### src/rtl/srff_bank_if.sv
// Bundle of control inputs and state outputs for the srff_bank flip-flop array.
// The master drives the controls and the slave (srff_bank) drives the state outputs.
interface srff_bank_if #(
    parameter int WIDTH = 8,
    parameter int CNT_W = 8
);
    logic             en;
    logic [1:0]       mode;
    logic [WIDTH-1:0] s;
    logic [WIDTH-1:0] r;
    logic             sclr;
    logic             cnt_clr;
    logic [WIDTH-1:0] q;
    logic [WIDTH-1:0] qd;
    logic [WIDTH-1:0] illegal;
    logic [CNT_W-1:0] err_cnt;
    logic             err_sat;

    modport master (
        output en, mode, s, r, sclr, cnt_clr,
        input  q, qd, illegal, err_cnt, err_sat
    );

    modport slave (
        input  en, mode, s, r, sclr, cnt_clr,
        output q, qd, illegal, err_cnt, err_sat
    );
endinterface

### src/rtl/srff_bank.sv
// Array of WIDTH flip-flops sharing one mode select (SR/JK/D/T), with per-channel
// SR-illegal flags and a saturating count of cycles in which any SR 11 was seen.
module srff_bank #(
    parameter int               WIDTH   = 8,
    parameter int               CNT_W   = 8,
    parameter logic [WIDTH-1:0] RST_VAL = {WIDTH{1'b0}}
) (
    input  logic        clk,
    input  logic        reset,
    srff_bank_if.slave  bus
);
    localparam logic [1:0]       MODE_SR  = 2'b00;
    localparam logic [1:0]       MODE_JK  = 2'b01;
    localparam logic [1:0]       MODE_D   = 2'b10;
    localparam logic [1:0]       MODE_T   = 2'b11;
    localparam logic [CNT_W-1:0] CNT_MAX  = {CNT_W{1'b1}};
    localparam logic [CNT_W-1:0] CNT_ZERO = {CNT_W{1'b0}};
    localparam logic [CNT_W-1:0] CNT_ONE  = {{(CNT_W-1){1'b0}}, 1'b1};

    logic [WIDTH-1:0] r_q;
    logic [WIDTH-1:0] r_ill;
    logic [CNT_W-1:0] r_cnt;
    logic             r_sat;
    logic [WIDTH-1:0] w_q_nxt;
    logic [WIDTH-1:0] w_ill_nxt;
    logic [CNT_W-1:0] w_cnt_nxt;
    logic             w_hit;

    // SR: set wins when only S, reset when only R, and both 00 and 11 keep the old value
    function automatic logic [WIDTH-1:0] sr_next(input logic [WIDTH-1:0] q,
                                                 input logic [WIDTH-1:0] s,
                                                 input logic [WIDTH-1:0] r);
        return (s & ~r) | (q & ~(s ^ r));
    endfunction

    function automatic logic [WIDTH-1:0] jk_next(input logic [WIDTH-1:0] q,
                                                 input logic [WIDTH-1:0] j,
                                                 input logic [WIDTH-1:0] k);
        return (j & ~q) | (~k & q);
    endfunction

    // Per-channel next state and illegal flags, with sclr above en above mode
    always_comb begin
        w_q_nxt   = r_q;
        w_ill_nxt = r_ill;
        w_hit     = 1'b0;
        if (bus.sclr) begin
            w_q_nxt   = RST_VAL;
            w_ill_nxt = {WIDTH{1'b0}};
        end else if (bus.en) begin
            w_ill_nxt = {WIDTH{1'b0}};
            case (bus.mode)
                MODE_SR: begin
                    w_q_nxt   = sr_next(r_q, bus.s, bus.r);
                    w_ill_nxt = bus.s & bus.r;
                    w_hit     = |(bus.s & bus.r);
                end
                MODE_JK: w_q_nxt = jk_next(r_q, bus.s, bus.r);
                MODE_D:  w_q_nxt = bus.s;
                MODE_T:  w_q_nxt = r_q ^ bus.s;
                default: w_q_nxt = r_q;
            endcase
        end else begin
            w_q_nxt   = r_q;
            w_ill_nxt = r_ill;
        end
    end

    // Saturating error counter; cnt_clr beats a same-cycle increment
    always_comb begin
        w_cnt_nxt = r_cnt;
        if (bus.cnt_clr) begin
            w_cnt_nxt = CNT_ZERO;
        end else if (w_hit && (r_cnt != CNT_MAX)) begin
            w_cnt_nxt = r_cnt + CNT_ONE;
        end else begin
            w_cnt_nxt = r_cnt;
        end
    end

    // State registers; err_sat is registered alongside the count it describes
    always_ff @(posedge clk or negedge reset) begin
        if (!reset) begin
            r_q   <= RST_VAL;
            r_ill <= {WIDTH{1'b0}};
            r_cnt <= CNT_ZERO;
            r_sat <= 1'b0;
        end else begin
            r_q   <= w_q_nxt;
            r_ill <= w_ill_nxt;
            r_cnt <= w_cnt_nxt;
            r_sat <= (w_cnt_nxt == CNT_MAX);
        end
    end

    assign bus.q       = r_q;
    assign bus.qd      = ~r_q;
    assign bus.illegal = r_ill;
    assign bus.err_cnt = r_cnt;
    assign bus.err_sat = r_sat;
endmodule

### src/flat_wrapper.sv
// flat-port wrapper written by rule: the top's interface ports become plain ports
module srff_bank_flat 
#(
    parameter int               WIDTH   = 8,
    parameter int               CNT_W   = 8,
    parameter logic [WIDTH-1:0] RST_VAL = {WIDTH{1'b0}}
)
  (clk, reset, bus_en, bus_mode, bus_s, bus_r, bus_sclr, bus_cnt_clr, bus_q, bus_qd, bus_illegal, bus_err_cnt, bus_err_sat);
  srff_bank_if #(.WIDTH(WIDTH), .CNT_W(CNT_W)) bus_i ();
  input  logic clk;
  input  logic reset;
  input wire logic [$bits(bus_i.en)-1:0] bus_en;
  input wire logic [$bits(bus_i.mode)-1:0] bus_mode;
  input wire logic [$bits(bus_i.s)-1:0] bus_s;
  input wire logic [$bits(bus_i.r)-1:0] bus_r;
  input wire logic [$bits(bus_i.sclr)-1:0] bus_sclr;
  input wire logic [$bits(bus_i.cnt_clr)-1:0] bus_cnt_clr;
  output wire logic [$bits(bus_i.q)-1:0] bus_q;
  output wire logic [$bits(bus_i.qd)-1:0] bus_qd;
  output wire logic [$bits(bus_i.illegal)-1:0] bus_illegal;
  output wire logic [$bits(bus_i.err_cnt)-1:0] bus_err_cnt;
  output wire logic [$bits(bus_i.err_sat)-1:0] bus_err_sat;
  assign bus_i.en = bus_en;
  assign bus_i.mode = bus_mode;
  assign bus_i.s = bus_s;
  assign bus_i.r = bus_r;
  assign bus_i.sclr = bus_sclr;
  assign bus_i.cnt_clr = bus_cnt_clr;
  assign bus_q = bus_i.q;
  assign bus_qd = bus_i.qd;
  assign bus_illegal = bus_i.illegal;
  assign bus_err_cnt = bus_i.err_cnt;
  assign bus_err_sat = bus_i.err_sat;
  srff_bank #(.WIDTH(WIDTH), .CNT_W(CNT_W), .RST_VAL(RST_VAL)) u_core (.clk(clk), .reset(reset), .bus(bus_i));
endmodule
### config.mk
export PLATFORM = sky130hd
export DESIGN_NAME = srff_bank_flat
export DESIGN_NICKNAME = d
export VERILOG_FILES = /design/src/rtl/srff_bank_if.sv /design/src/rtl/srff_bank.sv /design/src/flat_wrapper.sv
export SDC_FILE = /design/constraint.sdc
export NUM_CORES = 1
export LEC_CHECK = 0
export ABC_CLOCK_PERIOD_IN_PS = 2150
export CELL_PAD_IN_SITES_DETAIL_PLACEMENT = 1
export CELL_PAD_IN_SITES_GLOBAL_PLACEMENT = 2
export CORE_ASPECT_RATIO = 1.1
export CORE_MARGIN = 1.5
export CORE_UTILIZATION = 27
export DETAILED_ROUTE_END_ITERATION = 10
export GPL_TIMING_DRIVEN = 0
export PLACE_DENSITY = 0.83
export SYNTH_ARGS = -nofsm -noshare
export SYNTH_HDL_FRONTEND = slang
export SYNTH_SLANG_ARGS = --single-unit
export TNS_END_PERCENT = 20
### constraint.sdc
create_clock -name clk -period 2.15 [get_ports clk]
set_input_delay 0.215 -clock clk [delete_from_list [all_inputs] [get_ports clk]]
set_output_delay 0.215 -clock clk [all_outputs]
set_load 0.05 [all_outputs]
==> out/results.tsv <==
stage	metric	value	unit
cts	cts_hold_buf	0	
finish	layout-drive-gt1-share	0.1136	
timing	relSlewSlack	0.2177	
logic_synthesis	syn_nets	246	
hold_path	hold_path_end	u_core.bus.err_cnt[5]$_DFF_PN0_	
route	drc	0	
logic_synthesis	synth-seq-area-share	0.3519	
grt	antenna_found_initial	0	
die	rows	30	
power_and_ir_drop	power.density	482.2	nW/um2
logic_synthesis	syn_avg_cell_area	8.631	um2
die	core_area	6269	um2
timing	skew	0.007293	ns
setup_path	worstSetupPathType	input pin to register	
finish	nets	305	
timing	fmax	484.7	MHz
route	avgViaCountPerCell	4.956	
timing	hold_violations	0	
logic_synthesis	ys_ff_latch	25	
outcome	status	finished clean	
timing	setup_viol	0	
power_and_ir_drop	peakVddDrop	225.1	uV
hold_path	min_from	bus_cnt_clr	
route	postRouteAntennaNets	0	
grt	grt_start_max_net_pins	26	
grt	grt_util_all_layers	0.1525	
route	wl	5141	um
cts	cts_buffers	3	
grt	grt_overflow	0	
place	dpl.hpwl	3948	um
logic_synthesis	netlist_area	1778	um2
setup_path	regToRegEndpoint	u_core.bus.err_sat$_DFF_PN0_	
setup_path	reg2reg_depth	8	
timing	tightest_slew	1.170	ns
setup_path	start_kind	input pin	
finish	fin_cells	344	
finish	layout_common_cells	51 x clkdlybuf4s50_1, 30 x nand2_1, 23 x dfrtp_1	
hold_path	hold_depth	2	
die	start_util	0.2836	
cts	cts_buffer_depth	2	
finish	layout_commonest_cell	clkdlybuf4s50_1	
cts	clock-root-buffer	clkbuf_8	
die	dieArea	7081	um2
cts	cts_num_sinks	25	
place	dp.cells	339	
logic_synthesis	syn-instance-count	206	
die	fp.dieH	88.11	um
setup_path	cp_max_fo	8	
finish	area_growth	41.73	%
timing	drv_slew	0	
finish	diodes	0	
logic_synthesis	yosys_warnings	0	
setup_path	cp.arrival	2.23	ns
die	die_w	80.37	um
cts	cts_tree	yes	
logic_synthesis	synth.distinct_cells	36	
flow_run	cap_violations	0	
place	gp_congestion	0.7698	
timing	rsz0062_at_grt	true	
setup_path	worst_ep_required_time	2.31	ns
cts	clk_latency	0.27	ns
setup_path	ff2ff_setup_slack	0.13	ns
power_and_ir_drop	p_leak	1.082	nW
route	via_count	1705	
die	io_pins	56	
setup_path	timing.rr.start	u_core.bus.err_cnt[0]$_DFF_PN0_	
route	drt_iter0_markers	71	
grt	grt_pass1_wl	8342	um
route	first_pass_iters	4	
timing	final.period_utilization	0.9597	
cts	clk_pin_slew	0.09	ns
timing	hold_ws	0.3302	ns
place	portBuffers	53	
cts	cts_htree_levels	1	
hold_path	hp-class	input pin to register	
route	wire_per_inst	14.94	um
grt	grt_pass1_vias	1716	
setup_path	end_kind	register	
timing	fin_crit	2.063	ns
[power by group]
part / internal, W / total, W / switching (W)
Clock: 0.000130 / 0.000279 / 0.000150
Sequential: 0.000488 / 0.000514 / 0.0000267
Combinational: 0.000164 / 0.000421 / 0.000257
Total: 0.000781 / 0.00121 / 0.000434
[cell families (layout without fill, tap and decap cells)]
logic type                 after synthesis  in the layout  synth area share
and+or+nand+nor                         73             73            0.2055
buffers and inverters                   27             85           0.06544
xor gates and xnor gates                 7              7           0.03448
AOI/OAI and AO/OA                       57             57            0.2231
adders and majority gates               17             17            0.1196
DFF                                     25             25            0.3519
[state kept, by name, summed over array words and instances, names as in the netlist]
signal,cells
u_core.bus.err_sat,1
u_core.bus.q,8
u_core.bus.err_cnt,8
u_core.bus.illegal,8
[repair_timing]
action | in CTS | in global routing
pin swaps | 2 | 0
buffers inserted | 1 | 0
resized for setup | 5 | 10
endpoints found under the setup margin | 8 | 7
gates cloned | 0 | 0
[routing by layer]
metal,wire [um],global-route usage
met3,192,0.01771
met5,0,0
met2,2484,0.2811
met1,2449,0.1893
met4,16,0.03448
[worst max-delay path by stage]
| stage | from | end | slack [ns] | cells past startpoint |
|---|---|---|---|---|
| finish | bus_s[7] | u_core.bus.err_sat$_DFF_PN0_ | 0.09 | 9 |
| global route | bus_r[6] | u_core.bus.err_sat$_DFF_PN0_ | -0.02 | 9 |
| CTS | bus_s[4] | u_core.bus.err_sat$_DFF_PN0_ | 0.02 | 9 |
| detailed placement | bus_mode[0] | u_core.bus.err_sat$_DFF_PN0_ | -0.47 | 8 |
| global placement | bus_mode[0] | u_core.bus.err_sat$_DFF_PN0_ | -0.39 | 8 |
| floorplan | u_core.bus.err_cnt[0]$_DFF_PN0_ | u_core.bus.err_sat$_DFF_PN0_ | 0.09 | 8 |
[cell usage after synthesis (all sizes together)]
library cell / instances / area [um2]
nand3b: 1 / 7.510
nand3: 4 / 20.02
a21oi: 19 / 95.09
clkbuf: 6 / 22.52
and2: 2 / 12.51
a211oi: 6 / 45.04
and3: 2 / 12.51
o21ai: 3 / 15.01
dfrtp: 25 / 625.6
o22a: 1 / 8.760
xor2: 3 / 26.28
nor2: 17 / 63.81
nor4: 3 / 18.77
o211ai: 2 / 15.01
nand2b: 7 / 43.79
a21boi: 2 / 18.77
o22ai: 7 / 43.79
nand2: 30 / 112.6
a311oi: 1 / 8.760
ha: 17 / 212.7
or2: 1 / 6.260
and4: 1 / 8.760
nor4b: 2 / 32.53
nand4: 2 / 18.77
a31o: 6 / 52.55
xnor2: 4 / 35.03
a22o: 8 / 70.07
a2111oi: 1 / 15.01
buf: 3 / 26.27
o31a: 1 / 8.760
inv: 18 / 67.56
nor3b: 1 / 7.510
[worst max-delay path, cell delays in order]
cell and delay (ns):
clkdlybuf4s50_1 0.48, ha_1 0.27, nor4_4 0.26, a21boi_2 0.11, and2_1 0.16, buf_6 0.13
a21boi_0 0.13, o21ai_0 0.13, a2111oi_2 0.33
[through the flow]
step | TNS, ns | power (W) | cell area [um2] | util | setup WS, ns
6_report | 0 | 0.001215 | 2520 | 0.4020 | 0.08666
5_1_grt | -0.02199 | 0.001287 | 2520 | 0.4020 | -0.02199
4_1_cts | 0 | 0.001229 | 2482 | 0.3960 | 0.02036
3_5_place_dp | -4.025 | 0.0009363 | 2411 | 0.3846 | -0.4720
3_3_place_gp | -3.490 | 0.0009304 | 2411 | 0.3846 | -0.3949
2_1_floorplan | 0 | 0.0007673 | 1780 | - | 0.09334
[area by class of cell]
| class | instances | area, um2 |
|---|---|---|
| plain buffers | 9 | 52.55 |
| clock buffers | 3 | 41.29 |
| clock inverters | 1 | 5.005 |
| fillers | 733 | 3749 |
| inverters | 18 | 67.56 |
| multi-input cells | 154 | 1082 |
| flip-flops and latches | 25 | 628.1 |
| well taps | 80 | 100.1 |
| repair buffers | 54 | 543.0 |
(Power assumes the default switching activity.)
